## config.mk

```make
export PLATFORM = sky130hd
export DESIGN_NAME = pwm_capture_flat
export DESIGN_NICKNAME = d
export VERILOG_FILES = /design/src/rtl/pwm_capture_pkg.sv /design/src/rtl/pwm_capture_if.sv /design/src/rtl/pwm_edge_detect.sv /design/src/rtl/pwm_capture.sv /design/src/flat_wrapper.sv
export SDC_FILE = /design/constraint.sdc
export NUM_CORES = 1
export LEC_CHECK = 0
export CAP_MARGIN = 0
export CORE_MARGIN = 2
export CORE_UTILIZATION = 50
export CTS_BUF_LIST = sky130_fd_sc_hd__clkbuf_8
export CTS_CLUSTER_SIZE = 20
export DETAILED_ROUTE_END_ITERATION = 12
export GPL_ROUTABILITY_DRIVEN = 0
export GPL_TIMING_DRIVEN = 0
export PLACE_DENSITY_LB_ADDON = 0.1
export SLEW_MARGIN = 20
export SYNTH_ARGS = -nofsm -noshare
export SYNTH_HDL_FRONTEND = slang
export SYNTH_HIERARCHICAL = 1
export SYNTH_SLANG_ARGS = --single-unit
```

## constraint.sdc

```tcl
create_clock -name clk -period 2.6 [get_ports clk]
set_clock_uncertainty 0.15 [all_clocks]
set_input_delay 0.52 -clock clk [delete_from_list [all_inputs] [get_ports clk]]
set_output_delay 0.52 -clock clk [all_outputs]
set_load 0.05 [all_outputs]
```

## src/rtl/pwm_capture_pkg.sv

```systemverilog
// pwm_capture_pkg: shared types and constants for the PWM capture block.
//   state_e       - capture FSM states (IDLE/HIGH/LOW), 2-bit encoding
//   CNT_W_DEFAULT - default counter/output width
//   sat_max()     - all-ones value for a counter of a given width
// Optional feature macro used by this block: PWM_CAPTURE_GLITCH_FILTER_EN.
package pwm_capture_pkg;

  localparam int CNT_W_DEFAULT = 8;

  typedef enum logic [1:0] {
    ST_IDLE = 2'd0,
    ST_HIGH = 2'd1,
    ST_LOW  = 2'd2
  } state_e;

  // Largest value a w-bit counter can hold; counters stick here, never wrap.
  function automatic logic [31:0] sat_max(input int unsigned w);
    return (32'd1 << w) - 32'd1;
  endfunction

endpackage

```

## src/rtl/pwm_capture_if.sv

```systemverilog
// pwm_capture_if: control input, PWM line and measurement results.
//   en, pwm_in              - driven by the master (system / test side)
//   meas_high, meas_period  - last complete high time / period, CNT_W bits
//   meas_valid              - one-cycle strobe on each publish
//   stuck, stuck_level      - line-stopped flag and the level it stopped at
// Modports: master (drives en/pwm_in), slave (the capture block).
interface pwm_capture_if
  import pwm_capture_pkg::*;
#(
  parameter int CNT_W = CNT_W_DEFAULT
);

  logic             en;
  logic             pwm_in;
  logic [CNT_W-1:0] meas_high;
  logic [CNT_W-1:0] meas_period;
  logic             meas_valid;
  logic             stuck;
  logic             stuck_level;

  modport master (
    output en, pwm_in,
    input  meas_high, meas_period, meas_valid, stuck, stuck_level
  );

  modport slave (
    input  en, pwm_in,
    output meas_high, meas_period, meas_valid, stuck, stuck_level
  );

endinterface

```

## src/rtl/pwm_edge_detect.sv

```systemverilog
// pwm_edge_detect: brings the asynchronous PWM line into the clk domain and
// produces single-cycle rise/fall pulses.
//   clk, rst - clock, synchronous active-high reset
//   pwm_in   - asynchronous PWM input
//   lvl      - clean synchronized (optionally filtered) level
//   rise     - lvl is 1 this cycle and was 0 last cycle
//   fall     - lvl is 0 this cycle and was 1 last cycle
// PWM_CAPTURE_GLITCH_FILTER_EN: adds a registered 3-sample majority filter
// after the synchronizer. Both edges get the same 2 extra cycles of delay,
// so measured widths are unaffected; 1-cycle glitches never reach lvl.
module pwm_edge_detect (
  input  logic clk,
  input  logic rst,
  input  logic pwm_in,
  output logic lvl,
  output logic rise,
  output logic fall
);

  logic sync1_q, sync1_d;
  logic sync2_q, sync2_d;
  logic prev_q,  prev_d;

`ifdef PWM_CAPTURE_GLITCH_FILTER_EN
  // Two older samples of sync2 plus the registered vote.
  logic s3_q, s3_d;
  logic s4_q, s4_d;
  logic filt_q, filt_d;

  always_comb begin
    s3_d   = sync2_q;
    s4_d   = s3_q;
    filt_d = (sync2_q & s3_q) | (sync2_q & s4_q) | (s3_q & s4_q);
  end

  always_ff @(posedge clk) begin
    if (rst) begin
      s3_q   <= 1'b0;
      s4_q   <= 1'b0;
      filt_q <= 1'b0;
    end else begin
      s3_q   <= s3_d;
      s4_q   <= s4_d;
      filt_q <= filt_d;
    end
  end

  assign lvl = filt_q;
`else
  assign lvl = sync2_q;
`endif

  always_comb begin
    sync1_d = pwm_in;
    sync2_d = sync1_q;
    prev_d  = lvl;
  end

  always_ff @(posedge clk) begin
    if (rst) begin
      sync1_q <= 1'b0;
      sync2_q <= 1'b0;
      prev_q  <= 1'b0;
    end else begin
      sync1_q <= sync1_d;
      sync2_q <= sync2_d;
      prev_q  <= prev_d;
    end
  end

  assign rise = lvl & ~prev_q;
  assign fall = ~lvl & prev_q;

endmodule

```

## src/rtl/pwm_capture.sv

```systemverilog
// pwm_capture: measures period and high time of a PWM line in clk cycles.
// Publishes a registered period/high pair with a one-cycle valid strobe at
// every rising edge that closes a full period, and flags a line that has
// produced no rising edge for 2^CNT_W-1 cycles.
//   clk, rst - clock, synchronous active-high reset
//   bus      - pwm_capture_if.slave: en, pwm_in in; meas_high, meas_period,
//              meas_valid, stuck, stuck_level out
// Optional macro PWM_CAPTURE_GLITCH_FILTER_EN enables the input majority
// filter inside pwm_edge_detect.
module pwm_capture
  import pwm_capture_pkg::*;
#(
  parameter int CNT_W = CNT_W_DEFAULT
) (
  input logic         clk,
  input logic         rst,
  pwm_capture_if.slave bus
);

  localparam logic [CNT_W-1:0] CNT_MAX = CNT_W'(sat_max(CNT_W));
  localparam logic [CNT_W-1:0] CNT_ONE = CNT_W'(1);

  logic lvl, rise, fall;

  pwm_edge_detect u_edge (
    .clk    (clk),
    .rst    (rst),
    .pwm_in (bus.pwm_in),
    .lvl    (lvl),
    .rise   (rise),
    .fall   (fall)
  );

  state_e           state_q, state_d;
  logic [CNT_W-1:0] period_q, period_d;
  logic [CNT_W-1:0] high_q, high_d;
  logic [CNT_W-1:0] meas_period_q, meas_period_d;
  logic [CNT_W-1:0] meas_high_q, meas_high_d;
  logic             meas_valid_q, meas_valid_d;
  logic             stuck_q, stuck_d;
  logic             stuck_level_q, stuck_level_d;

  always_comb begin
    state_d       = state_q;
    period_d      = period_q;
    high_d        = high_q;
    meas_period_d = meas_period_q;
    meas_high_d   = meas_high_q;
    meas_valid_d  = 1'b0;
    stuck_d       = stuck_q;
    stuck_level_d = stuck_level_q;

    if (!bus.en) begin
      // Abandon any partial period; results and stuck flag are kept.
      state_d  = ST_IDLE;
      period_d = '0;
      high_d   = '0;
    end else if (rise) begin
      // A rise wins over a same-cycle timeout, so a saturated period is
      // still published. From IDLE there is no complete period yet.
      if (state_q != ST_IDLE) begin
        meas_period_d = period_q;
        meas_high_d   = high_q;
        meas_valid_d  = 1'b1;
      end
      state_d  = ST_HIGH;
      period_d = CNT_ONE;
      high_d   = CNT_ONE;
      stuck_d  = 1'b0;
    end else if (period_q == CNT_MAX) begin
      // No rise for the full counter range. Also fires from IDLE, which
      // catches lines stuck at 0% or 100% duty since power-up; restarting
      // the count re-arms the check and keeps stuck_level current.
      stuck_d       = 1'b1;
      stuck_level_d = lvl;
      state_d       = ST_IDLE;
      period_d      = '0;
      high_d        = '0;
    end else begin
      // period_q < CNT_MAX here, so this cannot wrap.
      period_d = period_q + CNT_ONE;
      case (state_q)
        ST_HIGH: begin
          if (fall) state_d = ST_LOW;
          else if (high_q != CNT_MAX) high_d = high_q + CNT_ONE;
        end
        default: ;
      endcase
    end
  end

  always_ff @(posedge clk) begin
    if (rst) begin
      state_q       <= ST_IDLE;
      period_q      <= '0;
      high_q        <= '0;
      meas_period_q <= '0;
      meas_high_q   <= '0;
      meas_valid_q  <= 1'b0;
      stuck_q       <= 1'b0;
      stuck_level_q <= 1'b0;
    end else begin
      state_q       <= state_d;
      period_q      <= period_d;
      high_q        <= high_d;
      meas_period_q <= meas_period_d;
      meas_high_q   <= meas_high_d;
      meas_valid_q  <= meas_valid_d;
      stuck_q       <= stuck_d;
      stuck_level_q <= stuck_level_d;
    end
  end

  assign bus.meas_period = meas_period_q;
  assign bus.meas_high   = meas_high_q;
  assign bus.meas_valid  = meas_valid_q;
  assign bus.stuck       = stuck_q;
  assign bus.stuck_level = stuck_level_q;

endmodule

```

## src/flat_wrapper.sv

```systemverilog
// flat-port wrapper written by rule: the top's interface ports become plain ports
module pwm_capture_flat import pwm_capture_pkg::*;
#(
  parameter int CNT_W = CNT_W_DEFAULT
)
  (clk, rst, bus_en, bus_pwm_in, bus_meas_high, bus_meas_period, bus_meas_valid, bus_stuck, bus_stuck_level);
  pwm_capture_if #(.CNT_W(CNT_W)) bus_i ();
  input logic clk;
  input logic rst;
  input wire logic [$bits(bus_i.en)-1:0] bus_en;
  input wire logic [$bits(bus_i.pwm_in)-1:0] bus_pwm_in;
  output wire logic [$bits(bus_i.meas_high)-1:0] bus_meas_high;
  output wire logic [$bits(bus_i.meas_period)-1:0] bus_meas_period;
  output wire logic [$bits(bus_i.meas_valid)-1:0] bus_meas_valid;
  output wire logic [$bits(bus_i.stuck)-1:0] bus_stuck;
  output wire logic [$bits(bus_i.stuck_level)-1:0] bus_stuck_level;
  assign bus_i.en = bus_en;
  assign bus_i.pwm_in = bus_pwm_in;
  assign bus_meas_high = bus_i.meas_high;
  assign bus_meas_period = bus_i.meas_period;
  assign bus_meas_valid = bus_i.meas_valid;
  assign bus_stuck = bus_i.stuck;
  assign bus_stuck_level = bus_i.stuck_level;
  pwm_capture #(.CNT_W(CNT_W)) u_core (.clk(clk), .rst(rst), .bus(bus_i));
endmodule
```

Yosys cells after proc, flatten, opt, wreduce, memory -nomap -nowiden
Cells that the tools add are included.
Widths: inputs -> output; s select.
Word-level totals
  register bits after elaboration: 40
  bits of input ports: 4
  word-level logic and storage cells: 56
Operators by class
  add/sub/neg operators: 2
  equal/unequal tests: 4
  mux-type cells: 14
  bitwise logic cells: 7
  reductions and logical operators: 15
Operator list (number)
  $add 8x1->8 const B: 2
  $mux 1: 14
  $reduce_and 3->1: 4
  $reduce_bool 3->1: 3
  $eq 8x8->1 const B: 1
  $ne 8x8->1 const B: 1
  $reduce_and 2->1: 3
  $not 1->1: 5
  $reduce_bool 2->1: 2
  $reduce_or 4->1: 1
  $ne 3x2->1 const B: 1
  $reduce_or 3->1: 1
  $and 1x1->1: 2
  $eq 2x1->1 const B: 1
  $reduce_or 2->1: 1

Depth between registers and ports, before layout
  word-level depth: 6
  mapped depth: 7

By module
The synthesis kept the hierarchy.
By module, submodules not included
  pwm_capture: instances 1, cells each 169, area an instance 1487.7 um2
  pwm_edge_detect: instances 1, cells each 8, area an instance 91.3 um2

Least setup slack after synthesis
No wires, ideal clock.
  kind: register to register
  start point: reg u_core.period_q[0]
  end point: reg u_core.high_q[1]
  library setup time: 117 ps
  arrival time: 1314 ps
  slack: 1018 ps
  stages on the path, launching flop included: 8
  path buffers: 2
  period minus slack after synthesis: 1582 ps
  cell sequence: dfxtp_1 > ha_1 > and3_1 > buf_2 > nand2_1 > nand3_1 > buf_2 > nor2_1
On the way
  cells in the longest elaborated chain, start to end: 2
Ends and longest elaborated chain
  start: declaration: RTL line pwm_capture.sv:35  | logic [CNT_W-1:0] period_q, period_d;
  start signal: assignment: RTL line pwm_capture.sv:104  | period_q <= period_d;
  $eq 8x8->1: RTL line pwm_capture.sv:70  | end else if (period_q == CNT_MAX) begin
  $reduce_or 4->1 (no line)
  end signal: assignment: RTL line pwm_capture.sv:105  | high_q <= high_d;
  end: declaration: RTL line pwm_capture.sv:36  | logic [CNT_W-1:0] high_q, high_d;
No other way between the ends.
A chain may end at the register's enable or synchronous reset.

Worst setup path after layout
  start point: reg u_core.stuck_level_q (netlist: u_core/bus.stuck_level)
  end point: out bus_stuck_level
RTL lines
  start: declaration: RTL line pwm_capture.sv:41  | logic stuck_level_q, stuck_level_d;
  start signal: assignment: RTL line pwm_capture.sv:110  | stuck_level_q <= stuck_level_d;
  end: declaration: RTL line flat_wrapper.sv:16  | output wire logic [$bits(bus_i.stuck_level)-1:0] bus_stuck_level;
No word-level cell between the ends.

==> metrics.md <==
| Metric | Value |
|---|---|
| Hold Startpoint | `u_core/u_edge/sync1_q` |
| Fin area | `0.00197 mm2` |
| Boundary Pins | `23` |
| Initial Util | `0.521` |
| Largest net degree at the start of global routing | `14` |
| Cell area after synthesis | `0.00158 mm2` |
| RSZ-0062 raised after global routing | `false` |
| WP buf/inv | `1` |
| Worst-path cell chain | `clkdlybuf4s50_1` |
| Seq/Total Area, Yosys | `0.507` |
| Top_reg_cell synth | `dfxtp_1` |
| Drt pass-1 iters | `4` |
| Initial antenna violation count | `0` |
| Vias in the first global route | `1268` |
| Max-Cap Viols | `0` |
| CP endpoint kind | `output pin` |
| Die area | `about 0.0036 mm2` |
| Core area | `0.00303 mm2` |
| Fraction of the cycle the final worst path needs | `0.816` |
| Max incr delay on CP | `810 ps` |
| Synth Net Count | `183` |
| Area leader, netlist | `dfxtp_1` |
| Most frequent cells in the layout | `dfxtp_1 (40), nand2_1 (36), clkdlybuf4s50_1 (22), a21oi_1 (21), nor2_1 (17)` |
| Worst Path Required | `1930 ps` |
| Async S/R FF share, synth | `0` |
| YS warnings | `6` |
| Min cycle time layout | `2120 ps` |
| Fin. Hold Viols | `0` |
| Setup TNS | `0 ps` |
| Mux cell area share after synthesis | `0.0127` |
| Cells after DPL | `roughly 240` |
| Synth Area in XOR/XNOR | `0.0555` |
| Worst Path Max Fanout | `2` |
| Die Wd | `60.2 um` |
| Number of synthesized register bits | `40` |
| Die Ht | `60.2 um` |
| Hold path depth | `1` |
| Synth unique cells | `32` |
| Clock latency at the later pin of the worst-skew pair | `roughly 300 ps` |
| Tot GR Track Use | `0.211` |
| Drt drc | `0` |
| Clk buf depth | `2` |
| Average cell area after synthesis | `8.92 um2` |
| Relative slew slack | `0.659` |
| Reg-to-reg endpoint | `u_core/high_q[6]` |
| Final Non-Filler Cells | `251` |
| Crit Path Class | `flip-flop to output pin` |
| Least-Margin Pin Slew | `509 ps` |
| Post-synth EDFFs | `0` |
| Via density | `5.25` |
| Mapped Cells | `177` |
| Row cnt | `20` |
| Leakage power | `0.000711 uW` |
| Root Driver | `clkbuf_8` |
| Setup Viol. Count Final | `0` |
| Hold Buf Count CTS | `0` |
| Synth Area in Adders | `0.0158` |
| Simple-gate share of the synthesized area | `0.251` |
| Gr ovfl total | `0` |
| CP delay by family, top | `buffers and inverters` |
| Worst flop-to-flop path startpoint | `u_core/period_q[0]` |
| CTS Buf Count | `5` |
| Post-CTS sizing | `0` |
| # port buffers | `22` |
| CTS tree | `yes` |
| Final Util | `0.649` |
| ANT cells | `0` |
| Final HPWL DP | `2.29 mm` |
| PD cells | `~590 mW/mm2` |
| Crit path launch type | `flip-flop` |
| Synth-to-Final Area Change | `24.5%` |
| Vias | `1319` |
| Outcome | `completed` |
| Critical-path top delay cell | `clkdlybuf4s50_1` |
| Main combinational cell family by area after synthesis | `simple AND/OR/NAND/NOR gates` |
| Crit path DAT | `1450 ps` |
| Nets | `212` |
| Routed len/inst | `12.8 um` |
| Slew Limit Fails | `0` |
| Synth Area in Compound Gates | `0.134` |
| CTS Sinks | `40` |
| WHS Endpoint | `u_core/u_edge/lvl` |
| Reg2reg setup slack | `680 ps` |
| Maximum clock rate | `between 0.4 and 0.5 GHz` |
| Post-DP Area | `0.00185 mm2` |
| First-pass GRT wire length | `5.56 mm` |
| Depth of the most critical reg-to-reg path | `7` |
| H-tree level count | `2` |
| Peak supply drop | `387 uV` |
| WL final | `3.23 mm` |
| Most common cell after layout, fill and taps aside | `dfxtp_1` |
| DRT iter0 DRCs | `54` |
| Share of the synthesized area in the top cell type | `0.507` |
| HP Class | `flip-flop to flip-flop` |
| Dominant cells by area after synthesis | `dfxtp_1 (51%), nand2_1 (8.6%), a21oi_1 (6.7%)` |
| ANT nets after route | `0` |
| Post-CTS Setup Bufs | `0` |
| Layout cells sized above 1 | `0.0725` |
| Clk pin slew, worst setup/hold paths | `about 80 ps` |
[registers in the layout, indices dropped and copies added, names as in the netlist]
register / count
u_core/bus.meas_high: 8
u_core/bus.meas_period: 8
u_core/bus.meas_valid: 1
u_core/bus.stuck: 1
u_core/bus.stuck_level: 1
u_core/high_q: 8
u_core/period_q: 8
u_core/state_q: 2
u_core/u_edge/lvl: 1
u_core/u_edge/prev_q: 1
u_core/u_edge/sync1_q: 1
[metrics by stage]
stage          hold slack, ps  power (uW)  setup slack [ps]
2_1_floorplan             264         653              1020
4_1_cts                   303        1170               463
3_5_place_dp              274         667               297
3_3_place_gp              274         665               362
5_1_grt                   320        1200               438
6_report                  297        1160               479
[logic make-up (layout without fill, tap and decap cells)]
family          count (synthesis)  count (layout)
compound gates                 33              33
xor+xnor                       10              10
fa+ha+maj                       2               2
buf+inv                         9              39
flops                          40              40
mux                             2               2
simple gates                   81              81
[report_power, final]
part | total [uW] | internal, uW | switching, uW
combinational | 31.8 | 11.6 | 20.2
clock | 503 | 284 | 219
sequential | 621 | 616 | 4.20
total | 1160 | 912 | 244
[routing by layer]
layer	track usage	routed length, um	vias to the layer above
met5	0	0	-
met4	0.114	63	0
met3	0.0584	141	6
met2	0.340	1500	33
met1	0.252	1520	625
li1	-	-	655
[worst max-delay path by stage]
| stage | to | slack [ps] | from | cells past startpoint |
|---|---|---|---|---|
| 3_3_place_gp | u_core/bus.stuck_level | 360 | rst | 4 |
| 5_1_grt | bus_stuck_level | 440 | u_core/bus.stuck_level | 1 |
| 2_1_floorplan | u_core/high_q[1] | 1020 | u_core/period_q[0] | 7 |
| 6_report | bus_stuck_level | 480 | u_core/bus.stuck_level | 1 |
| 4_1_cts | bus_stuck_level | 460 | u_core/bus.stuck_level | 1 |
| 3_5_place_dp | u_core/bus.meas_valid | 300 | rst | 4 |
[Yosys cell counts (3+ instances only)]
library cell  count
a21oi_1          21
and3_1            4
buf_2             3
clkbuf_1          3
dfxtp_1          40
inv_1             3
nand2_1          36
nand3_1           5
nand4_1           3
nor2_1           17
nor2b_1           6
xor2_1            8
[cell type report]
cell class,instances,area [um2]
well taps,44,55.1
flip-flops and latches,40,801
inverters,3,11.3
clock inverters,3,42.5
clock buffers,5,68.8
multi-input cells,128,741
fillers,275,1060
plain buffers,6,26.3
repair buffers,22,220
Power figures use the tool's default switching activity.
